## config.mk

```make
export PLATFORM = sky130hd
export DESIGN_NAME = seq_stage_controller
export DESIGN_NICKNAME = d
export VERILOG_FILES = /design/src/rtl/seq_stage_controller.sv
export SDC_FILE = /design/constraint.sdc
export NUM_CORES = 1
export LEC_CHECK = 0
export CAP_MARGIN = 20
export CORE_MARGIN = 1
export CORE_UTILIZATION = 40
export DETAILED_ROUTE_END_ITERATION = 8
export PLACE_DENSITY = 0.69
export SKIP_CTS_REPAIR_TIMING = 1
export SLEW_MARGIN = 20
export SYNTH_ARGS = -nofsm -noshare
export SYNTH_HDL_FRONTEND = slang
export SYNTH_SLANG_ARGS = --single-unit
```

## constraint.sdc

```tcl
create_clock -name clk -period 2.2 [get_ports clk]
set_input_delay 0.44 -clock clk [delete_from_list [all_inputs] [get_ports clk]]
set_output_delay 0.44 -clock clk [all_outputs]
set_load 0.02 [all_outputs]
```

## src/rtl/seq_stage_controller.sv

```systemverilog
// seq_stage_controller: multi-cycle sequencer for the Y86-64 SEQ datapath.
// Steps Fetch, Decode, Execute, Memory, Writeback and PC-update one stage per clock
// with one-hot stage enables, runs continuously (run) or single-steps (step), waits on
// a data-memory ready handshake, latches the architectural status and freezes in HALT
// on any non-AOK status.
//
// Parameters:
//   MEM_TIMEOUT  max MEM_WAIT cycles before a forced ADR halt (0 disables the timeout)
//   CNT_W        performance counter width (only with SEQ_PERF_CNT_EN)
// Ports:
//   clk, rst           clock (rising edge), asynchronous active-high reset
//   run, step          continuous run level, single-step request (sampled in IDLE)
//   status_in          datapath status: 00 AOK, 01 HLT, 10 ADR, 11 INS
//   mem_access         current instruction uses data memory (sampled in EXECUTE)
//   mem_ready          data memory completion, valid while mem_req=1
//   mem_req            data memory request
//   en_*               one-hot stage enables
//   instr_done         one-cycle retire pulse
//   stat               latched status
//   halted, busy       controller in HALT, instruction in flight
// Optional feature (macro SEQ_PERF_CNT_EN): cycle_cnt / retired_cnt counters.
module seq_stage_controller #(
  parameter int unsigned MEM_TIMEOUT = 15
`ifdef SEQ_PERF_CNT_EN
  ,
  parameter int unsigned CNT_W = 32
`endif
) (
  input  logic       clk,
  input  logic       rst,
  input  logic       run,
  input  logic       step,
  input  logic [1:0] status_in,
  input  logic       mem_access,
  input  logic       mem_ready,
  output logic       mem_req,
  output logic       en_fetch,
  output logic       en_decode,
  output logic       en_execute,
  output logic       en_mem,
  output logic       en_wb,
  output logic       en_pc,
  output logic       instr_done,
  output logic [1:0] stat,
  output logic       halted,
  output logic       busy
`ifdef SEQ_PERF_CNT_EN
  ,
  output logic [CNT_W-1:0] cycle_cnt,
  output logic [CNT_W-1:0] retired_cnt
`endif
);

  localparam int unsigned TimerW = (MEM_TIMEOUT > 0) ? $clog2(MEM_TIMEOUT + 1) : 1;

  typedef enum logic [3:0] {
    StIdle,
    StFetch,
    StDecode,
    StExecute,
    StMemory,
    StMemWait,
    StWriteback,
    StPcUpd,
    StHalt
  } state_e;

  state_e            state_q, state_d;
  logic [1:0]        stat_q, stat_d;
  logic [TimerW-1:0] wait_q, wait_d;
  // {fetch, decode, execute, mem, wb, pc, mem_req, instr_done, halted, busy}
  logic [9:0]        outs_q;
  logic              timeout_hit;

  // Outputs are registered from the next state so they always equal a decode of state_q.
  function automatic logic [9:0] decode_outs(input state_e s);
    case (s)
      StFetch:              decode_outs = 10'b1000000001;
      StDecode:             decode_outs = 10'b0100000001;
      StExecute:            decode_outs = 10'b0010000001;
      StMemory, StMemWait:  decode_outs = 10'b0001001001;
      StWriteback:          decode_outs = 10'b0000100001;
      StPcUpd:              decode_outs = 10'b0000010101;
      StHalt:               decode_outs = 10'b0000000010;
      default:              decode_outs = 10'b0000000000;
    endcase
  endfunction

  // Compares the post-increment count so the halt lands on the MEM_TIMEOUT-th wait cycle.
  assign timeout_hit = (MEM_TIMEOUT != 0) && ((32'(wait_q) + 32'd1) >= MEM_TIMEOUT);

  always_comb begin
    state_d = state_q;
    stat_d  = stat_q;
    wait_d  = wait_q;
    case (state_q)
      StIdle:    if (run || step) state_d = StFetch;
      StFetch: begin
        if (status_in != 2'b00) begin
          state_d = StHalt;
          stat_d  = status_in;
        end else begin
          state_d = StDecode;
        end
      end
      StDecode:  state_d = StExecute;
      StExecute: state_d = mem_access ? StMemory : StWriteback;
      StMemory, StMemWait: begin
        wait_d = (state_q == StMemory) ? '0 : wait_q + TimerW'(1);
        if (mem_ready) begin
          // Ready beats a coinciding timeout; an ADR status on completion still halts.
          if (status_in == 2'b10) begin
            state_d = StHalt;
            stat_d  = 2'b10;
          end else begin
            state_d = StWriteback;
          end
        end else if (state_q == StMemory) begin
          state_d = StMemWait;
        end else if (timeout_hit) begin
          state_d = StHalt;
          stat_d  = 2'b10;
        end
      end
      StWriteback: state_d = StPcUpd;
      StPcUpd: begin
        stat_d  = 2'b00;
        state_d = run ? StFetch : StIdle;
      end
      StHalt:  state_d = StHalt;
      default: state_d = StIdle;
    endcase
  end

  always_ff @(posedge clk or posedge rst) begin
    if (rst) begin
      state_q <= StIdle;
      stat_q  <= 2'b00;
      wait_q  <= '0;
      outs_q  <= '0;
    end else begin
      state_q <= state_d;
      stat_q  <= stat_d;
      wait_q  <= wait_d;
      outs_q  <= decode_outs(state_d);
    end
  end

  assign {en_fetch, en_decode, en_execute, en_mem, en_wb, en_pc,
          mem_req, instr_done, halted, busy} = outs_q;
  assign stat = stat_q;

`ifdef SEQ_PERF_CNT_EN
  logic [CNT_W-1:0] cycle_cnt_q, retired_cnt_q;

  // Both counters naturally freeze in HALT since busy and instr_done are low there.
  always_ff @(posedge clk or posedge rst) begin
    if (rst) begin
      cycle_cnt_q   <= '0;
      retired_cnt_q <= '0;
    end else begin
      if (busy)       cycle_cnt_q   <= cycle_cnt_q + CNT_W'(1);
      if (instr_done) retired_cnt_q <= retired_cnt_q + CNT_W'(1);
    end
  end

  assign cycle_cnt   = cycle_cnt_q;
  assign retired_cnt = retired_cnt_q;
`endif

endmodule

```

==> flow_summary.ini <==
[run_status]
run_status = completed

[synth]
main_combinational_cell_family_by_area_after_synthesis = simple AND/OR/NAND/NOR gates
share_of_the_synthesized_netlist_area_taken_by_xor_and_xnor_gates_pct = 0.889
synth_fp_nets = 111
cell_accounting_for_the_most_synthesized_area = sky130_fd_sc_hd__dfrtp_1
ys_seq_elements = 18
netlist_top_cells_count = sky130_fd_sc_hd__dfrtp_1, sky130_fd_sc_hd__nand2_1, sky130_fd_sc_hd__nor2_1, sky130_fd_sc_hd__o21ai_0
synth.cell_area_um2 = 985
synthMuxAreaShare_pct = 4.07
synthArstFlopShare_pct = 100
ys.flop_type = sky130_fd_sc_hd__dfrtp_1
synthSimpleGateAreaFrac_pct = 22.6
synth_seq_area_share_pct = 45.7
ys_warn_count = 0
synthesis.area_per_instance_um2 = 9.75
postSynthCellCount = 101
synth_edf_count = 0
yosysTopAreaCellShare_pct = 45.7
yosysMostFrequentCell = sky130_fd_sc_hd__dfrtp_1
synth.top_cells.by_area = sky130_fd_sc_hd__dfrtp_1, sky130_fd_sc_hd__nand2_1, sky130_fd_sc_hd__mux2i_1
synth_fa_ha_area_share_pct = 2.54
synth_cell_types = 38
share_of_the_synthesized_area_in_compound_gates_ao_oa_aoi_oai_pct = 18.3

[cells_and_area]
layout-drive-gt1-share_pct = 11.6
post-route-cell-area_um2 = 1230
num_antenna_cells = 0
syn_to_final_growth_pct = 24.7
fin_nets = 132

[routing]
drtIter0Drc = 14
routed_via_density = 5.44
route.final.wire_length_mm = 2.06
final_antenna_net_count = 0
drtPass1Iterations = 4
route.detailed.wl_per_inst_um = 13.8
num_vias = 810
route.detailed.drc = 0

[sta]
slew_headroom_pct = 54.9
timing.setup.tns_ns = 0
tightest_slew_ns = 0.676
finalWorstPathRequiredPeriod_ns = 2.02
report.final.setup_viol = 0
final_min_period_over_clock_period_pct = 91.7
grt_setup_unrepaired = false
fmax_mhz = 496
timing.final.hold_violations = 0
timing.clock.skew_ns = 0.00434
timing.final.max_slew_violations = 0

[setup_path]
regToRegSetupSlack_ns = 0.18
crit_path_end = outs_q[0]
required_ns = 2.38
criticalPathCategory = register to register
setup.worst_path.start_class = register
crit-reg2reg-launch = wait_q[0]
critical_path_cell_by_cell = inv_1 -> ha_1 -> o21bai_2 -> o211ai_1 -> a211oi_2 -> o211ai_2 -> or3b_1
rr_endpoint = outs_q[0]
crit_path_max_fanout = 6
worstSetupStartpoint = wait_q[0]
crit_path_end_kind = register
max_stage_delay_ns = 0.43
r2r_cells = 7
critical_path.slowest_cell = sky130_fd_sc_hd__dfrtp_2
worstPathArrival_ns = 2.20

[clocking]
cts-htree-levels = 1
clk_root_buffer_cell = sky130_fd_sc_hd__clkbuf_4
cts.reportedPaths.clkPinSlew_ns = 0.11
cts_tree = built
clock_tree.buffer_depth = 2
tritoncts.num_buffers = 3
worstSkewPairLatency_ns = 0.30
cts.sink_count = 18

[global_route]
groute.usage.overall_pct = 18.2
grt_pass1_wl_mm = 3.54
maximum_number_of_pins_on_one_net_before_global_route_repair = 19
globalRoute.totalOverflow = 0
antenna_found_initial = 0
first_global_vias = 793

[placement]
dp_hpwl_mm = 1.56
port_buffers = 19
gp_congestion = 0.853
dpl_cell_area_um2 = 1190

[floorplan]
fp.dieH_um = 51.6
initial_utilization_pct = 43.3
rows = 17
boundaryPins = 20
core_region_area_um2 = 2280
die_w_um = 51.6
floorplan.die_area_um2 = 2660

[pwr]
ir_drop_uv = 687
cellPowerDensity_nw_per_um2 = 1270
pwr-share-comb_pct = 48.7
seq_power_share_pct = 38.0
internal-power_uw = 911
p_clk_share_pct = 13.3
total_leakage_power_uw = 0.000528
swShare_pct = 41.4
power.net_switching_uw = 645

[run]
drv.max_cap_violation_count = 0

[min_path]
classification_of_the_worst_slack_hold_path = register to register
final cells by class:
cell class              instances  area [µm²]
flip-flops and latches         18         452
fillers                       217        1050
multi-input cells              73         477
inverters                       4        15.0
well taps                      28        35.0
repair buffers                 22         213
clock buffers                   4        36.3
worst max-delay path, delay by kind of cell, from the launching register on:
kind	cells	cell delay, ns
adders and majority gates	1	0.31
AOI/OAI and AO/OA	4	0.73
buffers and inverters	1	0.05
and+or+nand+nor	1	0.38
DFF	1	0.43
sequential cells by signal, summed over array words and instances, names as in the netlist:
signal and flops:
wait_q 4, outs_q 8, stat 2, state_q 4
cells in the final DEF (no fill, tap or decap), types with 2 or more instances in the layout:
| cell | netlist | layout |
|---|---|---|
| sky130_fd_sc_hd__clkdlybuf4s50_1 | 0 | 19 |
| sky130_fd_sc_hd__dfrtp_1 | 18 | 17 |
| sky130_fd_sc_hd__nand2_1 | 11 | 11 |
| sky130_fd_sc_hd__nor2_1 | 10 | 10 |
| sky130_fd_sc_hd__o21ai_0 | 6 | 6 |
| sky130_fd_sc_hd__o31ai_1 | 4 | 4 |
| sky130_fd_sc_hd__inv_1 | 4 | 4 |
| sky130_fd_sc_hd__mux2i_1 | 4 | 4 |
| sky130_fd_sc_hd__nor2b_1 | 4 | 4 |
| sky130_fd_sc_hd__nand2b_1 | 3 | 3 |
| sky130_fd_sc_hd__clkbuf_4 | 0 | 3 |
| sky130_fd_sc_hd__buf_4 | 3 | 3 |
| sky130_fd_sc_hd__nand3b_1 | 2 | 2 |
| sky130_fd_sc_hd__nor3b_1 | 2 | 2 |
| sky130_fd_sc_hd__a21oi_1 | 2 | 2 |
| sky130_fd_sc_hd__or2_2 | 2 | 2 |
| sky130_fd_sc_hd__nor3_1 | 2 | 2 |
| sky130_fd_sc_hd__ha_1 | 2 | 2 |
per-stage QoR:
stage	utilization [%]	worst slack (ns)	cells	total power (µW)	hold WS (ns)
after detailed placement	52.3	0.0338	145	1350	0.489
final	53.9	0.183	149	1560	0.517
after global placement	52.3	0.0837	145	1340	0.483
after CTS	53.9	0.120	149	1560	0.522
after global routing	53.9	0.00361	149	1680	0.531
after floorplan	-	0.277	101	1120	0.379
per-layer routing:
metal	vias to the layer above	track usage, %	part of all wire (%)
li1	392	-	-
met1	392	25.6	49
met2	22	27.3	46
met3	4	4.68	3.7
met4	0	5.86	1.3
met5	-	0	0
how the worst min path moves through the flow:
stage          startpoint         to  slack [ns]  depth (start not counted)
3_3_place_gp      stat[0]    stat[0]        0.48                          1
2_1_floorplan         rst  outs_q[0]        0.38                          1
4_1_cts           stat[0]    stat[0]        0.52                          1
6_report          stat[0]    stat[0]        0.52                          1
3_5_place_dp      stat[0]    stat[0]        0.49                          1
5_1_grt           stat[0]    stat[0]        0.53                          1
cells by family after synthesis:
family                     Yosys count
and+or+nand+nor                     42
AOI/OAI and AO/OA                   24
DFF                                 18
buffers and inverters               10
muxes                                4
adders and majority gates            2
xor gates and xnor gates             1
power by group through the flow:
| stage | combinational, µW | sequential (µW) | clock [µW] |
|---|---|---|---|
| floorplan | 526 | 592 | 0 |
| global placement | 740 | 595 | 0 |
| detailed placement | 756 | 597 | 0 |
| CTS | 763 | 590 | 209 |
| global route | 839 | 613 | 227 |
| finish | 758 | 592 | 207 |
Power figures use the tool's default switching activity.
==> RTL edit (config.mk and constraints unchanged) <==
`MEM_TIMEOUT`: 15 -> 17.
--- a/src/rtl/seq_stage_controller.sv
+++ b/src/rtl/seq_stage_controller.sv
@@ -21,5 +21,5 @@
 // Optional feature (macro SEQ_PERF_CNT_EN): cycle_cnt / retired_cnt counters.
 module seq_stage_controller #(
-  parameter int unsigned MEM_TIMEOUT = 15
+  parameter int unsigned MEM_TIMEOUT = 17
 `ifdef SEQ_PERF_CNT_EN
   ,
Formal check against the unedited RTL: no difference found for any inputs over 10 cycles, from zero or initial values and one cycle with rst high; that may be too few to reach the edited logic, so the function may still have changed.
==> RTL edit against the original RTL <==
  * Count of clock-buffer cells in the layout shrank 1
  * Core utilization grew 0.32 points
  * Setup slack lost 0.0088 ns
  * Sequential cell count grew 1
  * Maximum frequency shrank 0.44%
  * Area after synthesis grew 2.4%
  * Cell area grew 1.5%
  * Wire length grew 7.1%
  * Critical path depth shrank 1
  * Total power shrank 4.9%
  * Global-route usage grew 0.36 points
  * Sequential power shrank 3.9%
  * Combinational power shrank 4.5%
  * First-iteration DRC count grew 57%
  * Largest power group unchanged
==> RTL edit: results (changes against the original RTL) <==
| Metric | Value |
|---|---|
| Status | `finished clean` |
| Clk pin slew, worst setup/hold paths | `0.11 ns (about the same)` |
| GRT Total Usage | `18.6% (+0.36 points)` |
| Filler cells | `230 (+6.0%)` |
| Placed cell area | `1220 sq um (+2.4%)` |
| Synth Area in Compound Gates | `16.1% (-2.2 points)` |
| Vias in the first global route | `822 (+3.7%)` |
| Slew @ Worst Pin | `0.725 ns (+0.0489 ns)` |
| DR pass1 iterations | `4 (unchanged)` |
| Clock root cell | `clkbuf_4` |
| Met1 Usage GRT | `23.4% (-2.1 points)` |
| Worst-Skew Late Latency | `0.31 ns` |
| Wirelength per Cell | `13.8 um (-0.28%)` |
| Final HPWL DP | `1510 um (-2.8%)` |
| Nets@finish | `143 (+8.3%)` |
| Reg2Reg Setup Slack | `0.17 ns` |
| Seq/Total Area, Yosys | `47.1% (+1.4 points)` |
| Crit path kind | `flip-flop to flip-flop` |
| Lkg Pwr | `0.565 nW (+7.0%)` |
| Largest registers | `outs_q (8), wait_q (5), state_q (4)` |
| Placed Cells | `156 (+7.6%)` |
| Antenna violations before repair | `0 (unchanged)` |
| Via count | `881 (+8.8%)` |
| Adder and majority cell fraction of the synthesized area | `2.48% (-0.060 points)` |
| Initial DRC Count | `22 (+8)` |
| Synth area leaders | `dfrtp_1 47%, o21ai_0 5.0%, nand2_1 4.5%, nor2_1 3.7%, a21oi_1 3.0%` |
| Post-Syn Nets | `123 (+11%)` |
| Global placer's final weighted congestion | `0.860 (+0.79%)` |
| Post-synthesis mux area share | `3.10% (-0.96 points)` |
| Distinct cell type count after synthesis | `33 (-13%)` |
| Post-synth top cells | `19 x dfrtp_1, 12 x nand2_1, 10 x nor2_1, 10 x o21ai_0` |
| P_int | `0.855 mW (-6.2%)` |
| Vias per inst | `5.51 (+1.3%)` |
| Synth Area in XOR/XNOR | `1.74% (+0.85 points)` |
| R2R cell count | `6 (-1)` |
| Yosys warning count | `0 (unchanged)` |
| GR Layer Usage met2 | `29.7% (+2.4 points)` |
| Pin count of the biggest net entering global routing | `20 (+1)` |
| Global-route wire length before repair | `3600 um (+1.8%)` |
| IO Port Bufs | `19 (unchanged)` |
| GR Util met3 | `4.35% (-0.33 points)` |
| CP Data Arrival Time | `2.22 ns (+0.02 ns)` |
| Clock Skew | `0.00110 ns (-0.00323 ns)` |
| VDD IR max | `0.755 mV (+9.9%)` |
| Mean Syn Cell Area | `8.92 sq um (-8.5%)` |
| Crit path max fanout | `7 (+1)` |
| Share of layout cells above drive strength 1 | `6.82% (-4.8 points)` |
[RTL edit: cell types whose count changed after synthesis, sizes merged, moves of 2 or more]
cell / unedited run / this run
o31ai: 4 / 0
nor2b: 4 / 2
nand3: 1 / 6
o211ai: 2 / 0
inv: 4 / 6
o21ai: 6 / 14
nor3b: 2 / 0
a21oi: 2 / 6
o21bai: 2 / 0
mux2i: 4 / 2
a21o: 0 / 2
[RTL edit: logic make-up (layout without fill, tap and decap cells)]
family / Yosys count / after routing
AND/OR/NAND/NOR: 45 / 45
AO/OA/AOI/OAI: 28 / 28
flip-flops: 19 / 19
buffers and inverters: 14 / 33
multiplexers: 3 / 3
adder cells (fa/ha/maj): 2 / 2
XOR/XNOR: 2 / 2
[RTL edit: through the flow]
stage / utilization, % / hold slack (ns) / setup WS (ns)
6_report: 54.2 / 0.513 / 0.174
3_3_place_gp: 53.1 / 0.477 / 0.0548
2_1_floorplan: - / 0.391 / 0.401
4_1_cts: 54.2 / 0.516 / 0.156
3_5_place_dp: 53.1 / 0.490 / -0.0335
5_1_grt: 54.2 / 0.534 / 0.0229
[RTL edit: per-layer routing]
metal,vias up,wire (um)
met5,-,0
met4,0,50
met3,5,90
met2,21,1070
met1,431,997
li1,424,-
[RTL edit: area by class of cell]
cell class / instances / area share, %
Clock buffer: 3 / 1.81
Sequential cell: 19 / 38.2
Multi-Input combinational cell: 80 / 37.3
Clock inverter: 1 / 0.402
Inverter: 6 / 1.81
Timing Repair Buffer: 23 / 17.7
Tap cell: 28 / 2.81
[RTL edit: worst max-delay path, cell delays in order (launching register included)]
cell	delay [ns]
dfrtp_1	0.45
ha_1	0.25
nand3_1	0.11
xor2_1	0.19
o21ai_1	0.21
nand3_1	0.17
or4b_1	0.52
[RTL edit: worst min path at each step]
stage                 start        end  slack (ns)  cells past startpoint
floorplan               rst  outs_q[0]        0.39                      1
global placement    stat[1]    stat[1]        0.48                      1
detailed placement  stat[1]    stat[1]        0.49                      1
CTS                 stat[1]    stat[1]        0.52                      1
global route        stat[1]    stat[1]        0.53                      1
finish              stat[1]    stat[1]        0.51                      1
[RTL edit: power by group through the flow]
stage          Clock (mW)  Combinational, mW  Sequential, mW
3_3_place_gp            0              0.706           0.568
3_5_place_dp            0              0.723           0.574
5_1_grt             0.200              0.819           0.581
4_1_cts             0.189              0.732           0.567
2_1_floorplan           0              0.428           0.607
6_report            0.187              0.724           0.569
